==> config.mk <==
export PLATFORM = sky130hd
export DESIGN_NAME = arbitro_memoria_dados
export DESIGN_NICKNAME = d
export VERILOG_FILES = /design/src/rtl/mem_arb_pkg.sv /design/src/rtl/rr_arbiter_2.sv /design/src/rtl/arbitro_memoria_dados.sv
export SDC_FILE = /design/constraint.sdc
export NUM_CORES = 1
export LEC_CHECK = 0
export CAP_MARGIN = 20
export CORE_MARGIN = 5
export CORE_UTILIZATION = 35
export DETAILED_ROUTE_END_ITERATION = 6
export PLACE_DENSITY_LB_ADDON = 0.05
export SLEW_MARGIN = 20
export SYNTH_ARGS = -nofsm -noshare
export SYNTH_HDL_FRONTEND = slang
export SYNTH_SLANG_ARGS = --single-unit
export TNS_END_PERCENT = 1
==> constraint.sdc <==
create_clock -name clk -period 8.58 [get_ports clk]
set_clock_uncertainty 0.05 [all_clocks]
set_input_delay 1.716 -clock clk [delete_from_list [all_inputs] [get_ports clk]]
set_output_delay 1.716 -clock clk [all_outputs]
set_load 0.1 [all_outputs]
==> src/rtl/mem_arb_pkg.sv <==
// rtl/mem_arb_pkg.sv - shared states, size codes and constants for arbitro_memoria_dados
package mem_arb_pkg;

  typedef enum logic [1:0] {
    IDLE = 2'd0,
    ACC0 = 2'd1,
    ACC1 = 2'd2,
    RESP = 2'd3
  } state_t;

  localparam logic SZ_HALF   = 1'b0;
  localparam logic SZ_WORD   = 1'b1;
  localparam int   HALF_STEP = 2;
  localparam int   HALF_W    = 16;

endpackage

==> src/rtl/rr_arbiter_2.sv <==
// rtl/rr_arbiter_2.sv - two-way round-robin grant with a pointer that moves only on accept
module rr_arbiter_2 (
  input  logic       clk,
  input  logic       reset,
  input  logic [1:0] valid,
  input  logic       accept,
  output logic [1:0] grant
);

  logic prio_1;

  always_comb begin
    grant = 2'b00;
    if (valid[0] && (!valid[1] || !prio_1)) begin
      grant = 2'b01;
    end else if (valid[1]) begin
      grant = 2'b10;
    end
  end

  // after granting req0, req1 gets priority next time both ask
  always_ff @(posedge clk or posedge reset) begin
    if (reset) begin
      prio_1 <= 1'b0;
    end else if (accept) begin
      prio_1 <= grant[0];
    end
  end

endmodule

==> src/rtl/arbitro_memoria_dados.sv <==
// rtl/arbitro_memoria_dados.sv - two-requester arbiter that splits word commands into halfword
// accesses to memoria_dados and reassembles word reads
module arbitro_memoria_dados
  import mem_arb_pkg::*;
#(
  parameter int ADDR_W = 32,
  parameter int DATA_W = 32
) (
  input  logic              clk,
  input  logic              reset,
  input  logic              req0_valid,
  input  logic              req0_write,
  input  logic              req0_word,
  input  logic [ADDR_W-1:0] req0_addr,
  input  logic [DATA_W-1:0] req0_wdata,
  output logic              req0_ready,
  output logic              req0_rvalid,
  output logic [DATA_W-1:0] req0_rdata,
  input  logic              req1_valid,
  input  logic              req1_write,
  input  logic              req1_word,
  input  logic [ADDR_W-1:0] req1_addr,
  input  logic [DATA_W-1:0] req1_wdata,
  output logic              req1_ready,
  output logic              req1_rvalid,
  output logic [DATA_W-1:0] req1_rdata,
  output logic [ADDR_W-1:0] mem_endereco,
  output logic [DATA_W-1:0] mem_dados_escrita,
  output logic              mem_ler,
  output logic              mem_escrever,
  input  logic [DATA_W-1:0] mem_dados_leitura
);

  state_t            state;
  logic [1:0]        valid_vec;
  logic [1:0]        grant;
  logic              accept;
  logic              sel;
  logic              sel_write;
  logic              sel_word;
  logic [ADDR_W-1:0] sel_addr;
  logic [DATA_W-1:0] sel_wdata;
  logic              cmd_owner;
  logic              cmd_write;
  logic              cmd_word;
  logic [ADDR_W-1:0] cmd_addr;
  logic [HALF_W-1:0] cmd_wdata_hi;
  logic [HALF_W-1:0] lo_half;
  logic [DATA_W-1:0] wr_lo_ext;
  logic [DATA_W-1:0] wr_hi_ext;
  logic [DATA_W-1:0] word_rdata;
  logic [DATA_W-1:0] resp_data;

  assign valid_vec  = {req1_valid, req0_valid};
  assign accept     = (state == IDLE) && (valid_vec != 2'b00);
  assign req0_ready = accept && grant[0];
  assign req1_ready = accept && grant[1];

  rr_arbiter_2 u_rr (
    .clk    (clk),
    .reset  (reset),
    .valid  (valid_vec),
    .accept (accept),
    .grant  (grant)
  );

  assign sel       = grant[1];
  assign sel_write = sel ? req1_write : req0_write;
  assign sel_word  = sel ? req1_word  : req0_word;
  assign sel_addr  = sel ? req1_addr  : req0_addr;
  assign sel_wdata = sel ? req1_wdata : req0_wdata;

  // memoria_dados already sign-extends halfword reads; a word keeps only the raw halves
  always_comb begin
    wr_lo_ext                   = '0;
    wr_lo_ext[HALF_W-1:0]       = sel_wdata[HALF_W-1:0];
    wr_hi_ext                   = '0;
    wr_hi_ext[HALF_W-1:0]       = cmd_wdata_hi;
    word_rdata                  = '0;
    word_rdata[2*HALF_W-1:0]    = {mem_dados_leitura[HALF_W-1:0], lo_half};
    resp_data                   = '0;
    if (!cmd_write) begin
      resp_data = (state == ACC1) ? word_rdata : mem_dados_leitura;
    end
  end

  always_ff @(posedge clk or posedge reset) begin
    if (reset) begin
      state             <= IDLE;
      cmd_owner         <= 1'b0;
      cmd_write         <= 1'b0;
      cmd_word          <= 1'b0;
      cmd_addr          <= '0;
      cmd_wdata_hi      <= '0;
      lo_half           <= '0;
      mem_endereco      <= '0;
      mem_dados_escrita <= '0;
      mem_ler           <= 1'b0;
      mem_escrever      <= 1'b0;
      req0_rvalid       <= 1'b0;
      req0_rdata        <= '0;
      req1_rvalid       <= 1'b0;
      req1_rdata        <= '0;
    end else begin
      case (state)
        IDLE: begin
          if (accept) begin
            cmd_owner         <= sel;
            cmd_write         <= sel_write;
            cmd_word          <= sel_word;
            cmd_addr          <= sel_addr;
            cmd_wdata_hi      <= sel_wdata[2*HALF_W-1:HALF_W];
            mem_endereco      <= sel_addr;
            mem_dados_escrita <= wr_lo_ext;
            mem_ler           <= !sel_write;
            mem_escrever      <= sel_write;
            state             <= ACC0;
          end
        end
        ACC0: begin
          lo_half <= mem_dados_leitura[HALF_W-1:0];
          if (cmd_word == SZ_WORD) begin
            mem_endereco      <= cmd_addr + ADDR_W'(HALF_STEP);
            mem_dados_escrita <= wr_hi_ext;
            state             <= ACC1;
          end else begin
            mem_endereco      <= '0;
            mem_dados_escrita <= '0;
            mem_ler           <= 1'b0;
            mem_escrever      <= 1'b0;
            req0_rvalid       <= !cmd_owner;
            req1_rvalid       <= cmd_owner;
            if (cmd_owner) req1_rdata <= resp_data;
            else           req0_rdata <= resp_data;
            state             <= RESP;
          end
        end
        ACC1: begin
          mem_endereco      <= '0;
          mem_dados_escrita <= '0;
          mem_ler           <= 1'b0;
          mem_escrever      <= 1'b0;
          req0_rvalid       <= !cmd_owner;
          req1_rvalid       <= cmd_owner;
          if (cmd_owner) req1_rdata <= resp_data;
          else           req0_rdata <= resp_data;
          state             <= RESP;
        end
        default: begin
          req0_rvalid <= 1'b0;
          req0_rdata  <= '0;
          req1_rvalid <= 1'b0;
          req1_rdata  <= '0;
          state       <= IDLE;
        end
      endcase
    end
  end

endmodule
==> results of run 1 <==
==> layout by cell type, fill, tap and decap left out, drive strengths merged, types with 7 or more instances in the layout <==
cell type      instances
clkbuf                19
clkdlybuf4s50        285
nand3                 12
nor2                  17
xor2                  12
xnor2                 17
o21ai                137
mux2i                 50
conb                  16
nand4                  7
mux2                  48
o221ai                30
nand2                231
inv                   16
dfrtp                186
buf                    8
a21oi                 36
o21a                  17
==> cell type report <==
class | instances | area [um^2] | share of cell area, %
Antenna cell | 1 | 2.502 | 0.01978
Clock buffer | 19 | 452.9 | 3.581
Clock inverter | 13 | 151.4 | 1.197
Inverter | 10 | 45.04 | 0.3561
Multi-Input combinational cell | 655 | 4018 | 31.76
Sequential cell | 186 | 4654 | 36.80
Tap cell | 330 | 412.9 | 3.264
Timing Repair Buffer | 293 | 2913 | 23.03
==> metal layers <==
layer / share of wire, % / GRT usage, %
met5: 0 / 0
met1: 44 / 23.28
met3: 6.4 / 3.972
met4: 1.5 / 5.035
met2: 48 / 28.46
==> worst min-delay path, stage by stage, from the launching register on <==
cell and delay (ns):
dfrtp_1 0.34, nand2_1 0.04, o21ai_0 0.06
==> how the worst max path moves through the flow <==
stage / slack (ns) / end / depth (start not counted)
global placement: 2.80 / req1_ready / 4
detailed placement: 2.78 / req1_ready / 4
finish: 2.80 / req1_ready / 4
CTS: 2.79 / req1_ready / 4
floorplan: 1.76 / cmd_addr[0]$_DFFE_PP0P_ / 1
global route: 2.75 / req1_ready / 4
==> where the power goes <==
| part | total [W] | switching, W | internal (W) | leakage (nW) |
|---|---|---|---|---|
| logic | 0.00328 | 0.00240 | 0.000879 | 2.69 |
| clock network | 0.000804 | 0.000374 | 0.000431 | 0.295 |
| registers | 0.00148 | 0.000239 | 0.00124 | 2.37 |
==> flip-flops by register name, indices dropped and copies added (netlist names) <==
register,count
cmd_word,1
state,2
req0_rvalid,1
req1_rvalid,1
cmd_owner,1
cmd_addr,32
mem_dados_escrita,16
cmd_wdata_hi,16
lo_half,16
mem_ler,1
cmd_write,1
u_rr.prio_1,1
req1_rdata,32
mem_escrever,1
mem_endereco,32
req0_rdata,32
==> through the flow <==
step	util, %	total power, W	setup slack, ns	hold slack (ns)	std cells
after floorplan	-	0.003967	1.757	0.4002	926
after global placement	47.67	0.004792	2.802	0.4116	1474
after detailed placement	47.67	0.004818	2.782	0.4193	1474
after CTS	50.06	0.005638	2.786	0.4360	1506
after global routing	50.09	0.005922	2.753	0.4584	1507
final	50.09	0.005563	2.801	0.4263	1507
==> kinds of logic (layout without fill, tap and decap cells) <==
kind of cell | after synthesis | in the layout | synth area share (%)
XOR/XNOR | 29 | 29 | 2.827
flip-flops | 186 | 186 | 51.80
other | 1 | 17 | 0.04174
AND/OR/NAND/NOR | 282 | 282 | 13.88
buffers and inverters | 85 | 335 | 4.623
AO/OA/AOI/OAI | 225 | 225 | 14.54
multiplexers | 98 | 98 | 11.59
adder cells (fa/ha/maj) | 5 | 5 | 0.6963
==> metrics.txt, run 1 <==
EDFF count, synth=0; startpoint types=input port; CTS Buffer Depth=2; Die ar.=28970 um^2; initial antenna violation count=1; FF-to-FF path depth=6; setup bufs post-CTS=0; status=complete, no violations; Reg-to-Reg Start=state[1]$_DFFE_PP0P_; CP startpoint=req1_valid; Worst path max stage delay=1.22 ns; gpl congestion=0.7355; first-pass GRT wire length=39.91 mm; achievable clock frequency=0.1730 GHz; RSZ-0062 raised after global routing=false; CP max FO=11; Initial DRC Count=293; # fillers=2472; Initial Util=35.58%; TritonCTS Buffers=17; CTS root buffer=clkbuf_16; top post-synthesis cells by count=nand2_1 (231), dfrtp_1 (186), o21ai_0 (135); Synthesis Warnings=0; dpl cell area=12040 um^2; HP Start=req0_rdata[26]$_DFFE_PP0P_; H-tree depth=4; Yosys top cell by area=dfrtp_1; Pwr per Cell Area=439.8 nW/um^2; Detail Route Antenna Nets=0; CP required=6.81 ns; DRT Wirelength=25.79 mm; routed len/inst=17.11 um; Hold Path End=req0_rdata[26]$_DFFE_PP0P_; Avg Cell Area, Syn=9.863 um^2; #FFs+latches synth=186; P_leak=5.361 nW; Hold Buf Count CTS=0; most frequent cell after synthesis=nand2_1; Final period util=67.36%; via count=7188; post-synthesis cell area=8985 um^2; count of input and output buffers=285; Fin. Hold Viols=0; first-pass detailed-route iteration total=4; I/O pins=302; Worst Hold Path Cells=2; Std-Cell Rows=58; Setup violations, final=0; Async S/R FF share, synth=100.0%; Buf+Inv Stages, Crit Path=2; Final Slew Violations=0; cell mode on critical path=clkdlybuf4s50_1; Tot GR Track Use=17.41%; Yosys top cell area share=51.80%; CP arrival=4.01 ns; largest net degree at the start of global routing=122; Post-Syn Instances=911; share of post-route cells with drive strength above 1=9.694%; Fin Setup TNS=0 ns; Worst-Margin Slew=1.067 ns; CTS clk-pin slew, worst paths=0.07 ns; worst min path class=reg2reg; worst reg2reg endpoint=mem_endereco[16]$_DFFE_PP0P_; layout net count=1336; Residual DRC=0; Via-to-Cell Ratio=4.770; kind of critical path=in2out; CP Capture Type=output pin; MaxCap Viol Count=0; GRT Residual Overflow=0; synthesis-to-layout area growth=40.79%; Synth area leaders=dfrtp_1 (52%), nand2_1 (9.7%), o21ai_0 (7.5%); worst vdd ir=0.0001894 V; vias in the first global route=7052; # clock sinks=186; Design Area, Final=12650 um^2; reg2reg setup slack=5.03 ns; Seq/Total Area, Yosys=51.80%; Detailed Place HPWL=18.24 mm; cell class contributing the biggest share of worst-path delay=buffers and inverters; CP Cell Sequence=clkdlybuf4s50_1, o21ai_4, nor2_1, clkdlybuf4s50_1; insertion delay to the later sink of the worst-skew pair=0.43 ns; Chip Width=170.2 um; min Tclk post-route=5.780 ns; Worst path slowest cell=clkdlybuf4s50_1; slew margin rel.=28.65%; CTS resizes=0; synth unique cells=41; Die Y=170.2 um; top_reg_cell synth=dfrtp_1; core area=25250 um^2; CTS tree=yes
Note: power is estimated with default switching activity, not from simulation.
==> run 2, diff against run 1 <==
==> constraint.sdc (replaced) <==
create_clock -name clk -period 5.6 [get_ports clk]
set_clock_uncertainty 0.05 [all_clocks]
set_input_delay 1.12 -clock clk [delete_from_list [all_inputs] [get_ports clk]]
set_output_delay 1.12 -clock clk [all_outputs]
set_load 0.1 [all_outputs]
==> metrics.txt, run 2 (synthesis results as in run 1) <==
CTS Buffer Depth=2; grt peak-use layer=met2; TritonCTS Buffers=17; kind of critical path=in2out; Worst path max stage delay=0.65 ns; Chip Width=170.2 um; via count=7241; initial antenna violation count=0; H-tree depth=4; FF-to-FF path depth=6; CP required=4.43 ns; status=complete, no violations; share of post-route cells with drive strength above 1=9.941%; cell class contributing the biggest share of worst-path delay=buffers and inverters; achievable clock frequency=0.2810 GHz; CP arrival=2.39 ns; CTS root buffer=clkbuf_16; Detail Route Antenna Nets=0; Setup violations, final=0; P_leak=5.357 nW; Initial DRC Count=356; most frequent cells in the layout=clkdlybuf4s50_1 (283), nand2_1 (230), dfrtp_1 (186); Design Area, Final=12630 um^2; count of input and output buffers=285; setup bufs post-CTS=0; pre-CTS setup slack=1.900 ns; Worst-Margin Slew=1.129 ns; Fin Setup TNS=0 ns; CP max FO=5; insertion delay to the later sink of the worst-skew pair=0.43 ns; core area=25250 um^2; GRT met3 Usage=3.345%; slew margin rel.=24.77%; worst vdd ir=0.0003860 V; Die ar.=28970 um^2; worst min path class=reg2reg; dpl cell area=12040 um^2; first-pass GRT wire length=41.51 mm; Pwr per Cell Area=670.6 nW/um^2; largest net degree at the start of global routing=187; CP Cell Sequence=clkdlybuf4s50_1, o21ai_4, nor2_1, buf_4; RSZ-0062 raised after global routing=false; Initial Util=35.58%; Fin. Hold Viols=0; most common cell after layout, fill and taps aside=clkdlybuf4s50_1; CTS tree=yes; met1 Usage GRT=25.36%; Die Y=170.2 um; Buf+Inv Stages, Crit Path=2; diode count=0; CTS resizes=0; CTS clk-pin slew, worst paths=0.07 ns; GRT Residual Overflow=0; DRT Wirelength=26.68 mm; Tot GR Track Use=18.07%; layout net count=1337; critical path depth=4; Final Slew Violations=0; Std-Cell Rows=58; CP Capture Type=output pin; vias in the first global route=7227; startpoint types=input port; Detailed Place HPWL=18.43 mm; routed len/inst=17.70 um; final worst slack=2.041 ns; Residual DRC=0; Worst Hold Path Cells=2; min Tclk post-route=3.559 ns; Final period util=63.55%; # clock sinks=186; first-pass detailed-route iteration total=4; synthesis-to-layout area growth=40.55%; MaxCap Viol Count=0; Hold Buf Count CTS=0; Via-to-Cell Ratio=4.805; gpl congestion=0.7561; GR met2 Demand/Resource=29.04%; Worst path slowest cell=clkdlybuf4s50_1; I/O pins=302
## run 2: power by group
group	internal [W]	switching (W)	total, W
Clock	0.000587	0.000577	0.00116
Combinational	0.00135	0.00367	0.00502
Sequential	0.00190	0.000381	0.00229
Total	0.00384	0.00463	0.00847
## run 2: metal layers
layer | part of all wire, % | wire length (um)
met4 | 1.0 | 270
met5 | 0 | 0
met3 | 5.3 | 1426
met1 | 46 | 12150
met2 | 48 | 12830
## run 2: worst paths after layout
path                                             from  slack, ns                            to
setup / recovery                           req1_valid       2.04                    req1_ready
hold / removal             req0_rdata[29]$_DFFE_PP0P_       0.43    req0_rdata[29]$_DFFE_PP0P_
setup reg to reg                 state[1]$_DFFE_PP0P_       2.11  mem_endereco[31]$_DFFE_PP0P_
hold reg to reg            req0_rdata[29]$_DFFE_PP0P_       0.43    req0_rdata[29]$_DFFE_PP0P_
max in group asynchronous                       reset       3.49    req0_rdata[29]$_DFFE_PP0P_
min in group asynchronous                       reset       1.12   mem_endereco[1]$_DFFE_PP0P_
## run 2: area by class of cell
type	instances	area, um^2
Inverter	10	41.29
Timing Repair Buffer	294	2948
Fill cell	2422	12630
Clock buffer	17	425.4
Clock inverter	15	128.9
Multi-Input combinational cell	655	4018
Tap cell	330	412.9
Sequential cell	186	4654
## run 2: tightest hold or removal path: stages (launching register included)
cell     delay, ns
dfrtp_1       0.34
nand2_1       0.05
o21ai_0       0.06
## run 2: through the flow
| step | total power (W) | utilization [%] | instances | hold WS (ns) |
|---|---|---|---|---|
| floorplan | 0.006079 | - | 926 | 0.4002 |
| global placement | 0.007351 | 47.68 | 1474 | 0.4103 |
| detailed placement | 0.007393 | 47.68 | 1474 | 0.4189 |
| CTS | 0.008590 | 49.88 | 1506 | 0.4352 |
| global route | 0.008996 | 50.01 | 1507 | 0.4456 |
| finish | 0.008469 | 50.01 | 1507 | 0.4287 |
==> run 3, diff against run 2 <==
==> constraint.sdc (replaced) <==
create_clock -name clk -period 2.95 [get_ports clk]
set_clock_uncertainty 0.05 [all_clocks]
set_input_delay 0.59 -clock clk [delete_from_list [all_inputs] [get_ports clk]]
set_output_delay 0.59 -clock clk [all_outputs]
set_load 0.1 [all_outputs]
==> metrics.txt, run 3 (synthesis results as in run 1) <==
Die Y=170.2 um; Setup violations, final=0; setup bufs post-CTS=0; first-pass detailed-route iteration total=6; share of post-route cells with drive strength above 1=20.62%; via count=7241; Power Total=0.01623 W; most common cell after layout, fill and taps aside=nand2_1; CTS resizes=0; Final Slew Violations=0; Detailed Place HPWL=18.62 mm; achievable clock frequency=0.4046 GHz; Die ar.=28970 um^2; synthesis-to-layout area growth=39.76%; Reg-to-Reg Start=state[0]$_DFFE_PP0P_; Detail Route Antenna Nets=0; CTS clk-pin slew, worst paths=0.08 ns; status=complete, no violations; TritonCTS Buffers=17; Worst path max stage delay=0.57 ns; layout net count=1348; Chip Width=170.2 um; Sw Ratio=54.51%; CP startpoint=req0_valid; CP arrival=1.83 ns; DRT Wirelength=26.18 mm; slew margin rel.=59.87%; worst vdd ir=0.0008591 V; CP Cell Sequence=clkdlybuf4s50_1, inv_1, o21ai_4, nor2_2, buf_12; CP required=2.31 ns; Pwr per Cell Area=1292 nW/um^2; cell class contributing the biggest share of worst-path delay=buffers and inverters; Fin. Hold Viols=0; Int Pwr=0.007381 W; CP max FO=4; H-tree depth=4; CTS Buffer Depth=2; # clock sinks=186; CP Capture Type=output pin; P_leak=5.647 nW; startpoint types=input port; CTS root buffer=clkbuf_16; Clk pwr share=14.7%; Gate power share=58.6%; I/O pins=302; Std-Cell Rows=58; min Tclk post-route=2.472 ns; count of input and output buffers=285; worst min path class=in2async; GRT Residual Overflow=0; NetSw=0.008844 W; sequential share of power=26.7%; Residual DRC=0; Initial Util=35.58%; RSZ-0062 raised after global routing=false; insertion delay to the later sink of the worst-skew pair=0.43 ns; first-pass GRT wire length=40.62 mm; largest net degree at the start of global routing=103; # fillers=2438; MaxCap Viol Count=0; Via-to-Cell Ratio=4.767; kind of critical path=in2out; initial antenna violation count=1; Fin Setup TNS=0 ns; gpl congestion=0.7576; Hold Buf Count CTS=0; Initial DRC Count=372; vias in the first global route=7120; Buf+Inv Stages, Crit Path=3; Tot GR Track Use=17.69%; core area=25250 um^2; Final period util=83.79%; routed len/inst=17.24 um; CTS tree=yes; final core occ=49.72%; Worst path slowest cell=clkdlybuf4s50_1; Worst-Margin Slew=0.6020 ns; most frequent cells in the layout=nand2_1 (230), dfrtp_1 (186), clkdlybuf4s50_1 (167)
==> run 3: cell types whose count changed in the layout (fill, tap and decap cells not counted), sizes merged <==
cell           previous run  this run
buf                      11       138
clkbuf                   17        18
bufinv                    0         1
clkdlybuf4s50           283       167
clkinvlp                  2         1
diode                     0         1
inv                      18        17
==> run 3: final cells by class <==
cell class | instances | area [um^2] | share of cell area [%]
inverters | 10 | 41.29 | 0.3288
flip-flops and latches | 186 | 4654 | 37.07
well taps | 330 | 412.9 | 3.288
diodes | 1 | 2.502 | 0.01993
clock inverters | 14 | 171.4 | 1.365
clock buffers | 18 | 439.2 | 3.497
repair buffers | 305 | 2820 | 22.46
multi-input cells | 655 | 4015 | 31.97
==> run 3: power by group through the flow <==
| stage | logic (W) | clock network [W] | registers, W |
|---|---|---|---|
| detailed placement | 0.00965 | 0 | 0.00439 |
| global placement | 0.00956 | 0 | 0.00437 |
| global route | 0.0102 | 0.00254 | 0.00448 |
| finish | 0.00951 | 0.00239 | 0.00433 |
| CTS | 0.00966 | 0.00245 | 0.00435 |
| floorplan | 0.00357 | 0 | 0.00797 |
==> run 3: final timing paths <==
kind,slack [ns],cells past startpoint,end
max,0.48,5,req1_ready
min,0.40,2,req0_rdata[16]$_DFFE_PP0P_
max reg2reg,0.64,6,req1_rdata[11]$_DFFE_PP0P_
min reg2reg,0.43,2,cmd_wdata_hi[4]$_DFFE_PP0P_
max in group asynchronous,1.80,3,mem_endereco[24]$_DFFE_PP0P_
min in group clk,0.43,2,cmd_wdata_hi[4]$_DFFE_PP0P_
==> run 3: layer usage <==
layer	global-route usage [%]	vias up	wire (um)	part of all wire, %
met3	3.252	12	1346	5.1
li1	-	3639	-	-
met1	24.46	3403	11900	45
met4	4.653	0	244	0.93
met2	28.77	187	12690	48
met5	0	-	0	0
==> run 3: through the flow <==
step | hold slack, ns | setup WS, ns | cells | cell area [um^2]
5_1_grt | 0.4063 | 0.3713 | 1519 | 12560
2_1_floorplan | 0.4002 | -0.08251 | 926 | 9047
4_1_cts | 0.3853 | 0.4676 | 1518 | 12550
3_5_place_dp | 0.4209 | 0.3765 | 1486 | 11940
6_report | 0.4016 | 0.4782 | 1519 | 12560
3_3_place_gp | 0.4127 | 0.4102 | 1486 | 11940
